### config.mk
export PLATFORM = sky130hd
export DESIGN_NAME = pn_seq_stream
export DESIGN_NICKNAME = d
export VERILOG_FILES = /design/src/rtl/pn_seq_stream.sv
export SDC_FILE = /design/constraint.sdc
export NUM_CORES = 1
export LEC_CHECK = 0
export BUFFER_PORTS_ARGS = -buffer_cell sky130_fd_sc_hd__buf_2
export CORE_MARGIN = 4
export CORE_UTILIZATION = 53
export CTS_CLUSTER_SIZE = 25
export DETAILED_ROUTE_END_ITERATION = 8
export PLACE_DENSITY_LB_ADDON = 0.1
export SKIP_LAST_GASP = 1
export SYNTH_ARGS = -nofsm -noshare
export SYNTH_HDL_FRONTEND = slang
export SYNTH_SLANG_ARGS = --single-unit
### constraint.sdc
create_clock -name clk -period 2.7 [get_ports clk]
set_input_delay 0.27 -clock clk [delete_from_list [all_inputs] [get_ports clk]]
set_output_delay 0.27 -clock clk [all_outputs]
set_load 0.01 [all_outputs]
### src/rtl/pn_seq_stream.sv
// ============================================================================
// pn_seq_stream : Fibonacci-LFSR PN source, bipolar I/Q over a valid/ready stream
// Revision      : 1.0 - initial release
// ============================================================================
`default_nettype none

module pn_seq_stream #(
  parameter int MAX_ORDER = 16,
  parameter int ORDER_W   = 5,
  parameter int SAMP_W    = 16,
  parameter int CNT_W     = 16
) (
  input  logic                 clk,
  input  logic                 rst,
  input  logic                 i_start,
  input  logic                 i_stop,
  input  logic [MAX_ORDER-1:0] i_poly,
  input  logic [MAX_ORDER-1:0] i_seed,
  input  logic [ORDER_W-1:0]   i_order,
  input  logic [CNT_W-1:0]     i_num_periods,
  input  logic [SAMP_W-1:0]    i_amp,
  output logic [2*SAMP_W-1:0]  o_tdata,
  output logic                 o_tvalid,
  input  logic                 i_tready,
  output logic                 o_tlast,
  output logic                 o_busy,
  output logic                 o_done,
  output logic                 o_cfg_err
);

  typedef enum logic [0:0] {
    ST_IDLE = 1'b0,
    ST_RUN  = 1'b1
  } state_t;

  state_t               state_q, state_d;
  logic [MAX_ORDER-1:0] poly_q, poly_d;
  logic [MAX_ORDER-1:0] seed_q, seed_d;
  logic [MAX_ORDER-1:0] mask_q, mask_d;
  logic [MAX_ORDER-1:0] lfsr_q, lfsr_d;
  logic [MAX_ORDER-1:0] chip_cnt_q, chip_cnt_d;
  logic [CNT_W-1:0]     num_q, num_d;
  logic [CNT_W-1:0]     period_cnt_q, period_cnt_d;
  logic [SAMP_W-1:0]    amp_q, amp_d;
  logic                 stop_q, stop_d;
  logic                 done_q, done_d;
  logic                 cfg_err_q, cfg_err_d;

  logic [MAX_ORDER-1:0] w_mask_in;
  logic [MAX_ORDER-1:0] w_top_bit;
  logic [MAX_ORDER-1:0] w_lfsr_next;
  logic [CNT_W-1:0]     w_cnt_inc;
  logic                 w_order_ok;
  logic                 w_seed_ok;
  logic                 w_fb;
  logic                 w_run;
  logic                 w_xfer;
  logic                 w_at_last;
  logic [SAMP_W-1:0]    w_i_samp;

  always_comb begin
    w_mask_in = '0;
    for (int k = 0; k < MAX_ORDER; k++) begin
      w_mask_in[k] = (k < int'(i_order));
    end
  end

  assign w_order_ok = (i_order >= ORDER_W'(2)) && (i_order <= ORDER_W'(MAX_ORDER));
  assign w_seed_ok  = |(i_seed & w_mask_in);

  // State bits above the order are always zero, so a plain right shift plus
  // feedback injected at bit N-1 is the full update.
  assign w_top_bit   = mask_q ^ (mask_q >> 1);
  assign w_fb        = ^(lfsr_q & poly_q & mask_q);
  assign w_lfsr_next = (lfsr_q >> 1) | ({MAX_ORDER{w_fb}} & w_top_bit);

  assign w_run     = (state_q == ST_RUN);
  assign w_xfer    = w_run & i_tready;
  assign w_at_last = (chip_cnt_q == (mask_q - MAX_ORDER'(1)));
  assign w_cnt_inc = (&period_cnt_q) ? period_cnt_q : period_cnt_q + CNT_W'(1);

  always_comb begin
    state_d      = state_q;
    poly_d       = poly_q;
    seed_d       = seed_q;
    mask_d       = mask_q;
    lfsr_d       = lfsr_q;
    chip_cnt_d   = chip_cnt_q;
    num_d        = num_q;
    period_cnt_d = period_cnt_q;
    amp_d        = amp_q;
    stop_d       = stop_q;
    done_d       = 1'b0;
    cfg_err_d    = 1'b0;

    case (state_q)
      ST_IDLE: begin
        if (i_start) begin
          if (w_order_ok && w_seed_ok) begin
            poly_d       = i_poly;
            seed_d       = i_seed & w_mask_in;
            mask_d       = w_mask_in;
            lfsr_d       = i_seed & w_mask_in;
            chip_cnt_d   = '0;
            num_d        = i_num_periods;
            period_cnt_d = '0;
            amp_d        = i_amp;
            stop_d       = 1'b0;
            state_d      = ST_RUN;
          end else begin
            cfg_err_d = 1'b1;
          end
        end
      end

      ST_RUN: begin
        if (i_stop) begin
          stop_d = 1'b1;
        end
        if (w_xfer) begin
          if (w_at_last) begin
            // Reloading the seed keeps every period identical even when the
            // polynomial is not maximal-length.
            chip_cnt_d   = '0;
            lfsr_d       = seed_q;
            period_cnt_d = w_cnt_inc;
            if (((num_q != '0) && (w_cnt_inc == num_q)) || stop_q || i_stop) begin
              state_d = ST_IDLE;
              done_d  = 1'b1;
              stop_d  = 1'b0;
            end
          end else begin
            chip_cnt_d = chip_cnt_q + MAX_ORDER'(1);
            lfsr_d     = w_lfsr_next;
          end
        end
      end

      default: state_d = ST_IDLE;
    endcase
  end

  always_ff @(posedge clk) begin
    if (rst) begin
      state_q      <= ST_IDLE;
      poly_q       <= '0;
      seed_q       <= '0;
      mask_q       <= '0;
      lfsr_q       <= '0;
      chip_cnt_q   <= '0;
      num_q        <= '0;
      period_cnt_q <= '0;
      amp_q        <= '0;
      stop_q       <= 1'b0;
      done_q       <= 1'b0;
      cfg_err_q    <= 1'b0;
    end else begin
      state_q      <= state_d;
      poly_q       <= poly_d;
      seed_q       <= seed_d;
      mask_q       <= mask_d;
      lfsr_q       <= lfsr_d;
      chip_cnt_q   <= chip_cnt_d;
      num_q        <= num_d;
      period_cnt_q <= period_cnt_d;
      amp_q        <= amp_d;
      stop_q       <= stop_d;
      done_q       <= done_d;
      cfg_err_q    <= cfg_err_d;
    end
  end

  assign w_i_samp  = lfsr_q[0] ? amp_q : (SAMP_W'(0) - amp_q);
  assign o_tdata   = w_run ? {w_i_samp, SAMP_W'(0)} : '0;
  assign o_tvalid  = w_run;
  assign o_tlast   = w_run & w_at_last;
  assign o_busy    = w_run;
  assign o_done    = done_q;
  assign o_cfg_err = cfg_err_q;

endmodule

`default_nettype wire

* Word-level counts from Yosys, hierarchy flattened
Cells that the tools add are included.
Widths: inputs -> output; s select.
** Storage, ports and cells
- Register bits :: 132
- Output and inout port bits :: 37
- Word-level logic and storage cells :: 98
** Cells by class
- $add $sub $neg :: 4
- Reductions and logical operators :: 15
- Mux-type cells :: 31
- Eq/ne operators :: 6
- Bitwise operators :: 12
- $lt $le $gt $ge :: 18
** Operators by type and width (number)
- $mux 16 :: 12
- $pmux 16 s2 :: 3
- $and 16x16->16 :: 4
- $lt 4x5->1 const A :: 8
- $add 16x1->16 const B :: 2
- $eq 16x16->1 :: 2
- $mux 32 :: 1
- $lt 3x5->1 const A :: 4
- $or 15x16->16 :: 1
- $reduce_and 16->1 :: 1
- $reduce_bool 16->1 :: 1
- $reduce_or 16->1 :: 1
- $reduce_xor 16->1 :: 1
- $sub 1x16->16 const A :: 1
- $sub 16x1->16 const B :: 1
- $xor 16x15->16 :: 1
- $mux 1 :: 13
- $lt 1x5->1 const A :: 2
- $lt 2x5->1 const A :: 2
- $reduce_and 3->1 :: 2
- $ge 5x2->1 const B :: 1
- $le 5x5->1 const B :: 1
- $ne 2x1->1 const B :: 2
- $ne 2x2->1 const B :: 2
- other kinds (9) :: 17

* Longest topological paths before layout
Gate-level depths: netlist of the first run.
- Depth in word-level cells :: 10
- Mapped depth :: 13
- Mapped depth without buffers :: 10

* Worst setup path before layout of the first run
No wires, ideal clock.
- Path type :: register to register
- Start :: register period_cnt_q[0]
- End :: register done_q, in the netlist o_done
- Data arrival time :: 2.799 ns
- Cell stages (with the launch flop) :: 12
- Path buffers :: 2
- Period minus slack after synthesis :: 2.858 ns
- Data required time :: 2.641 ns
- Setup slack :: -0.158 ns
- Cells stage by stage :: dfxtp_1 -> ha_1 -> buf_2 -> nand2_1 -> or2_2 -> buf_2 -> nor2_2 -> mux2i_1 -> xnor2_1 -> or4_1 -> nor4_2 -> o311a_1
** On the way
- Cells in the longest elaborated chain, start to end :: 7
- Elaborated cells between the ends (all ways) :: 8
- Those cells by class :: add/sub (1); eq/ne (1); mux (2); reduce/logical (4)
** Ends and longest elaborated chain
- start: declaration :: line 43 : logic [CNT_W-1:0] period_cnt_q, period_cnt_d;
- start signal: assignment :: line 165 : period_cnt_q <= period_cnt_d;
- $add 16x1->16 or $reduce_and 16->1 (tied branches) :: line 80 : assign w_cnt_inc = (&period_cnt_q) ? period_cnt_q : period_cnt_q + CNT_W'(1);
- $mux 16 (*) :: line 80
- $eq 16x16->1 (*) :: line 127 : if (((num_q != '0) && (w_cnt_inc == num_q)) || stop_q || i_stop) begin
- $logic_and 1x1->1 (*) :: line 127
- $logic_or 1x1->1 (*) (2 in series) :: line 127
- $mux 1 (*) :: line 127
- end signal: assignment :: line 168 : done_q <= done_d;
- end: declaration :: line 46 : logic done_q, done_d;
Mark *: on every way between the ends. The rest lies on a longest branch, timed or not.
A chain may end at the register's enable or synchronous reset.

* Worst setup path in the final report of the first run
- Start :: register mask_q[3]
- End :: output port o_tlast
** On the way
- Cells in the longest elaborated chain, start to end :: 3
** Ends and longest elaborated chain
- start: declaration :: line 39 : logic [MAX_ORDER-1:0] mask_q, mask_d;
- start signal: assignment :: line 161 : mask_q <= mask_d;
- $sub 16x1->16 :: line 79 : assign w_at_last = (chip_cnt_q == (mask_q - MAX_ORDER'(1)));
- $eq 16x16->1 :: line 79
- $and 1x1->1 :: line 176 : assign o_tlast = w_run & w_at_last;
- end: declaration :: line 25 : output logic o_tlast,
Every way passes these cells.

==> results of run 1 <==
==> cell families (layout without fill, tap and decap cells) <==
family	Yosys count	after routing	share of synthesized area [%]
AO/OA/AOI/OAI	269	269	22.3
multiplexers	21	21	2.87
other	1	16	0.0458
buffers and inverters	115	286	7.27
flip-flops	132	132	32.3
XOR/XNOR	64	64	7.01
AND/OR/NAND/NOR	411	412	25.1
adder cells (fa/ha/maj)	21	21	3.15
==> cells in the mapped netlist, drive strengths merged, types with 3 or more instances <==
library cell,n,area (um2)
nand2,145,547
dfxtp,132,2640
a21oi,121,613
nor2,81,319
buf,52,359
xnor2,43,377
nand3,40,200
o21ai,39,203
clkbuf,37,139
nor3,37,200
inv,26,97.6
xor2,20,175
a211oi,19,163
ha,19,238
or3,19,124
nor4,15,121
a221oi,14,198
a311oi,14,123
mux2,14,165
and3,13,86.3
and2,12,76.3
nand2b,12,75.1
nand4,10,90.1
a21boi,8,60.1
mux2i,7,70.1
a31oi,6,37.5
o22ai,6,37.5
or2,6,37.5
nor2b,5,31.3
o211ai,5,37.5
o21a,5,37.5
a22oi,4,30.0
nand3b,4,30.0
o2111ai,4,52.6
a2111oi,3,51.3
a21o,3,22.5
nand4b,3,32.5
==> layout by cell type, fill, tap and decap left out, drive strengths merged, types with 5 or more instances in the layout <==
| cell | synthesis | final |
|---|---|---|
| xnor2 | 43 | 43 |
| a211oi | 19 | 19 |
| nand2 | 145 | 145 |
| ha | 19 | 19 |
| nor2b | 5 | 5 |
| a21oi | 121 | 121 |
| dfxtp | 132 | 132 |
| a221oi | 14 | 14 |
| buf | 52 | 228 |
| a311oi | 14 | 14 |
| o22ai | 6 | 6 |
| mux2 | 14 | 14 |
| o21ai | 39 | 39 |
| and2 | 12 | 12 |
| o21a | 5 | 5 |
| nand2b | 12 | 12 |
| nor3 | 37 | 37 |
| clkbuf | 37 | 18 |
| or3 | 19 | 19 |
| nor4 | 15 | 15 |
| o211ai | 5 | 5 |
| inv | 26 | 31 |
| xor2 | 20 | 20 |
| and3 | 13 | 13 |
| or2 | 6 | 6 |
| conb | 1 | 16 |
| nor2 | 81 | 82 |
| nand4 | 10 | 10 |
| a31oi | 6 | 6 |
| a21boi | 8 | 8 |
| nand3 | 40 | 40 |
| mux2i | 7 | 7 |
==> registers in the layout, indices dropped and copies added (netlist names), 16 cells and up <==
signal and flops:
amp_q 16, chip_cnt_q 16, lfsr_q 16, mask_q 16, num_q 16, period_cnt_q 16
poly_q 16, seed_q 16
==> stage by stage <==
| stage | power (W) | hold slack (ns) | setup slack (ns) | utilization [%] |
|---|---|---|---|---|
| after floorplan | 0.00311 | 0.375 | 0.00385 | - |
| after global placement | 0.00358 | 0.445 | -0.138 | 61.9 |
| after detailed placement | 0.00360 | 0.452 | -0.212 | 61.9 |
| after CTS | 0.00615 | 0.0638 | -0.222 | 67.4 |
| after global routing | 0.00653 | 0.0628 | -0.408 | 70.2 |
| final | 0.00626 | 0.0780 | -0.300 | 70.2 |
==> power by group through the flow <==
| stage | combinational (W) | sequential (W) | clock, W |
|---|---|---|---|
| 2_1_floorplan | 0.000926 | 0.00219 | 0 |
| 3_3_place_gp | 0.00137 | 0.00221 | 0 |
| 3_5_place_dp | 0.00139 | 0.00221 | 0 |
| 4_1_cts | 0.00146 | 0.00217 | 0.00251 |
| 5_1_grt | 0.00175 | 0.00220 | 0.00259 |
| 6_report | 0.00160 | 0.00218 | 0.00248 |
==> metal layers <==
metal / part of all wire [%] / global-route usage [%] / up-vias
met3: 5.5 / 5.04 / 27
met2: 49 / 42.4 / 256
met5: 0 / 0 / -
met1: 44 / 34.9 / 3905
li1: - / - / 4019
met4: 1.5 / 7.27 / 0
==> path summary, 6_finish.rpt <==
path	end	slack [ns]	startpoint
hold reg to reg	seed_q[11]	0.45	seed_q[11]
hold / removal	amp_q[2]	0.08	i_amp[2]
setup / recovery	o_tlast	-0.30	mask_q[3]
setup reg to reg	period_cnt_q[11]	-0.15	mask_q[3]
==> repair_timing <==
action                     in CTS  in global routing
gates resized for setup        33                 67
pin swaps                      10                 19
setup buffers                   8                 16
cloned                          0                  2
setup endpoints to repair      51                 49
==> critical path: cells and delay by family (launching register included) <==
family	cells	cell delay, ns
adder cells (fa/ha/maj)	1	0.15
flip-flops	1	0.34
buffers and inverters	4	0.49
AND/OR/NAND/NOR	5	0.96
AO/OA/AOI/OAI	1	0.36
==> final cells by class <==
cell class / count / area [um2] / area share [%]
timing repair buffer: 229 / 1640 / 15.4
inverter: 26 / 110 / 1.04
tap: 188 / 235 / 2.21
sequential: 132 / 2660 / 25.0
clock inverter: 14 / 200 / 1.88
multi-input combinational: 803 / 5360 / 50.4
clock buffer: 17 / 425 / 4.00
==> metrics.cfg, run 1 <==
[sta]
fmax_mhz = 333
rsz0062_at_grt = true
maxSlewViolCount = 0
max-slew-margin-rel_pct = 59.3
hold_viol = 0
setup_ws_ns = -0.300
fin_tns_setup_ns = -1.63
setup_viol = 25
fin_crit_sh_pct = 111
finClkSkew_ns = 0.0108
tightest_slew_ns = 0.610
fin_crit_ns = 3.00

[floorplan]
ioPinCount = 111
die_x_um = 132
num_rows = 45
core-area_um2 = 15100
die_h_um = 132
start_util_pct = 54.1
dieArea_um2 = 17500

[placement]
placed_cells = 1352
place_area_um2 = 9380
hpwl_mm = 16.4
io_buffers = 94
globalplace.congestion = 0.943

[run_status]
violations = negative setup slack
outcome = complete, but fails checks

[cells_and_area]
nets = 1302
area_delta_synth_final_pct = 29.7
drive_above_1_share_pct = 31.1
fillers = 1229
antennaDiodeCount = 0
stdcell_count = 1409
stdcell_area_um2 = 10600

[power]
powerDensity_nw_per_um2 = 589
ir_drop_mv = 0.452
intPower_w = 0.00435
p_leak_nw = 4.26
p_sw_share_pct = 30.5
p_clk_share_pct = 39.6
p_sw_w = 0.00191
power_frac_seq_pct = 34.9
comb_power_share_pct = 25.5

[hold_path]
hold_depth = 3
hp-class = input port to register

[synthesis]
syn_area_um2 = 8190
ys_warn_count = 0
synth_cells = 1034
synth_flop_cell = dfxtp_1
postSynth.asyncResetShare_pct = 0
synth_seq_area_share_pct = 32.3
synth.distinct_cells = 89
synth_edf_count = 0
ys_ff_latch = 132
syn_avg_cell_area_um2 = 7.92

[worst_setup_path]
critPathKind = register to output port
critPathArrivalTime_ns = 2.73
critPathSlowestCell = or3_4
critPathCaptureType = output port
crit_path_max_fanout = 3
worst_path_most_repeated_cell = buf_6
crit_required_ns = 2.43
max_stage_delay_ns = 0.38
worst_setup_path_start_kind = register
path_cells = inv_4 -> ha_4 -> nand4_4 -> buf_6 -> or3_4 -> a2111oi_4 -> nand4b_4 -> nor3_2 -> buf_4 -> and2_4 -> buf_6
worstRegToRegCells = 14

[clocking]
cts_tree = done
cts_buffers = 17
clock_path_buffers = 2
clk_pin_slew_ns = 0.06
clockRootBuffer = clkbuf_16
clock_latency_ns = 0.42
htreeDepth = 4
postCtsHoldBufs = 0
clock-sinks = 132

[global_route]
grt_max_degree = 129
grt_use_total_pct = 25.9
grt_pass1_vias = 7598
gr-total-overflow = 0
antenna_found_initial = 0
grt_pass1_wl_mm = 37.7

[route]
drt-total-wl_mm = 23.8
firstDrtPassIters = 5
ant_nets = 0
detailroute.via_count = 8207
drt-wirelength-per-cell_um = 16.9
drcViolationCount = 0
via_per_inst = 5.82
dr.first_iter.drc_count = 576

[job]
drv_cap = 0

Note: power is estimated with default switching activity, not from simulation.
==> run 2: changes to the inputs <==
--- a/constraint.sdc
+++ b/constraint.sdc
@@ -3,2 +3,2 @@
 set_output_delay 0.27 -clock clk [all_outputs]
-set_load 0.01 [all_outputs]
+set_load 0.05 [all_outputs]
==> run 2 against run 1 <==
The flow still finishes with violations (negative setup slack). Flip-flop and latch count is the same. Clock-buffer cell count grew 2. Non-clock buffer count grew 11. Utilization grew 1.3 points. Critical path depth shrank 2. Final area grew 1.9%. Register-to-register slack lost 0.03 ns.
==> metrics.cfg, run 2 (same netlist as run 1, synthesis figures left out) <==
[run_status]
outcome = complete, but fails checks
violations = negative setup slack

[global_route]
grt_pass1_wl_mm = 37.6  ; -0.29%
grt_pass1_vias = 7449  ; -2.0%
grt_use_total_pct = 26.1  ; +0.18 points
grt_max_degree = 58  ; -55%
antenna_found_initial = 1  ; +1
gr-total-overflow = 0  ; unchanged

[route]
detailroute.via_count = 8266  ; +0.72%
drt-total-wl_mm = 24.7  ; +3.7%
drcViolationCount = 0  ; unchanged
via_per_inst = 5.81  ; -0.20%
ant_nets = 0  ; unchanged
dr.first_iter.drc_count = 611  ; +6.1%
drt-wirelength-per-cell_um = 17.4  ; +2.8%
firstDrtPassIters = 5  ; unchanged

[sta]
tightest_slew_ns = 0.628  ; +0.0176 ns
fin_crit_sh_pct = 109  ; -1.8 points
rsz0062_at_grt = true
finClkSkew_ns = 0.0111  ; +0.000318 ns
fin_crit_ns = 2.95  ; -0.0478 ns
max-slew-margin-rel_pct = 58.1  ; -1.2 points
setup_viol = 37  ; +48%
maxSlewViolCount = 0  ; unchanged
fmax_mhz = 339  ; +1.6%
hold_viol = 0  ; unchanged
setup_ws_ns = -0.252  ; +0.0478 ns

[floorplan]
die_h_um = 132  ; unchanged
die_x_um = 132  ; unchanged
num_rows = 45  ; unchanged
core-area_um2 = 15100  ; unchanged
start_util_pct = 54.1  ; unchanged
ioPinCount = 111  ; unchanged
dieArea_um2 = 17500  ; unchanged

[power]
ir_drop_mv = 0.622  ; +37%
p_total_w = 0.00636  ; +1.6%
powerDensity_nw_per_um2 = 587  ; -0.28%
p_leak_nw = 4.34  ; +1.9%

[worst_setup_path]
critPathKind = register to output port
r2r-end = lfsr_q[0]
worst_setup_path_start_kind = register
reg2reg_setup_slack_ns = -0.18  ; -0.03 ns
worstReg2RegStart = mask_q[1]
worstRegToRegCells = 13  ; -1
crit_end = o_tlast
crit_path_max_fanout = 3  ; unchanged
crit_required_ns = 2.43  ; about the same
critPathCaptureType = output port
crit_start = mask_q[1]
critPathArrivalTime_ns = 2.68  ; -0.05 ns

[cells_and_area]
final_cell_mix = nand2_1, buf_4, dfxtp_1
layout_commonest_cell = nand2_1
drive_above_1_share_pct = 32.7  ; +1.6 points
fillers = 1191  ; -3.1%
nets = 1313  ; +0.84%
final_util_pct = 71.5  ; +1.3 points
multi_input_area_um2 = 5440  ; +1.4%
area_delta_synth_final_pct = 32.2
regArea_um2 = 2660  ; -0.14%

[placement]
io_buffers = 94  ; unchanged
hpwl_mm = 17.0  ; +3.7%
globalplace.congestion = 0.925  ; -1.9%

[clocking]
postCtsHoldBufs = 0  ; unchanged
cts_buffers = 17  ; unchanged
htreeDepth = 4  ; unchanged
clockRootBuffer = clkbuf_16
clock-sinks = 132  ; unchanged
clock_path_buffers = 2  ; unchanged
cts_tree = done
clock_latency_ns = 0.43  ; about the same
clk_pin_slew_ns = 0.06  ; about the same

[hold_path]
hp-class = input port to register
hold_depth = 3  ; unchanged

[job]
drv_cap = 0  ; unchanged

[run 2: layout make-up]
class,instances,share of cell area [%]
Clock buffer,19,4.18
Multi-Input combinational cell,803,50.2
Clock inverter,13,1.38
Sequential cell,132,24.5
Tap cell,188,2.17
Timing Repair Buffer,240,16.4
Inverter,26,1.04
Antenna cell,1,0.0231
[run 2: what timing repair did]
action                     4_1_cts  5_1_grt
cloned                           0        1
setup endpoints to repair       54       54
setup buffers                   11       23
pin swaps                       18       48
gates resized for setup         44       85
[run 2: how the worst min path moves through the flow]
stage,from,end,slack (ns)
floorplan,i_stop,o_busy,0.38
global placement,seed_q[7],seed_q[7],0.45
detailed placement,seed_q[10],seed_q[10],0.45
CTS,i_poly[13],poly_q[13],0.07
global route,i_poly[9],poly_q[9],0.08
finish,i_amp[3],amp_q[3],0.07
[run 2: metal layers]
metal | GRT usage (%) | vias up | wire [um]
li1 | - | 4036 | -
met1 | 35.7 | 3912 | 10900
met2 | 42.4 | 271 | 11800
met3 | 4.47 | 47 | 1450
met4 | 7.56 | 0 | 570
met5 | 0 | - | 0
[run 2: through the flow]
stage | setup TNS [ns] | setup slack [ns] | cell area, um2 | instances | hold WS (ns)
3_5_place_dp | -5.49 | -0.191 | 9390 | 1354 | 0.450
3_3_place_gp | -1.12 | -0.0836 | 9390 | 1354 | 0.445
2_1_floorplan | -0.0970 | -0.0242 | 8260 | 1049 | 0.375
4_1_cts | -0.897 | -0.269 | 10300 | 1397 | 0.0667
5_1_grt | -8.85 | -0.386 | 10800 | 1421 | 0.0791
6_report | -3.43 | -0.252 | 10800 | 1422 | 0.0714
[run 2: critical path: stages (launching register included)]
cell       delay, ns
dfxtp_2         0.34
inv_4           0.08
ha_4            0.15
nand4b_1        0.15
or3_4           0.45
a2111oi_4       0.42
nand4b_4        0.16
nor3_4          0.15
and2_4          0.20
buf_8           0.15
[run 2: power breakdown]
part | total [W] | switching (W) | internal [W]
registers | 0.00219 | 0.000126 | 0.00207
clock network | 0.00236 | 0.000941 | 0.00142
logic | 0.00180 | 0.00104 | 0.000765
total | 0.00636 | 0.00210 | 0.00426
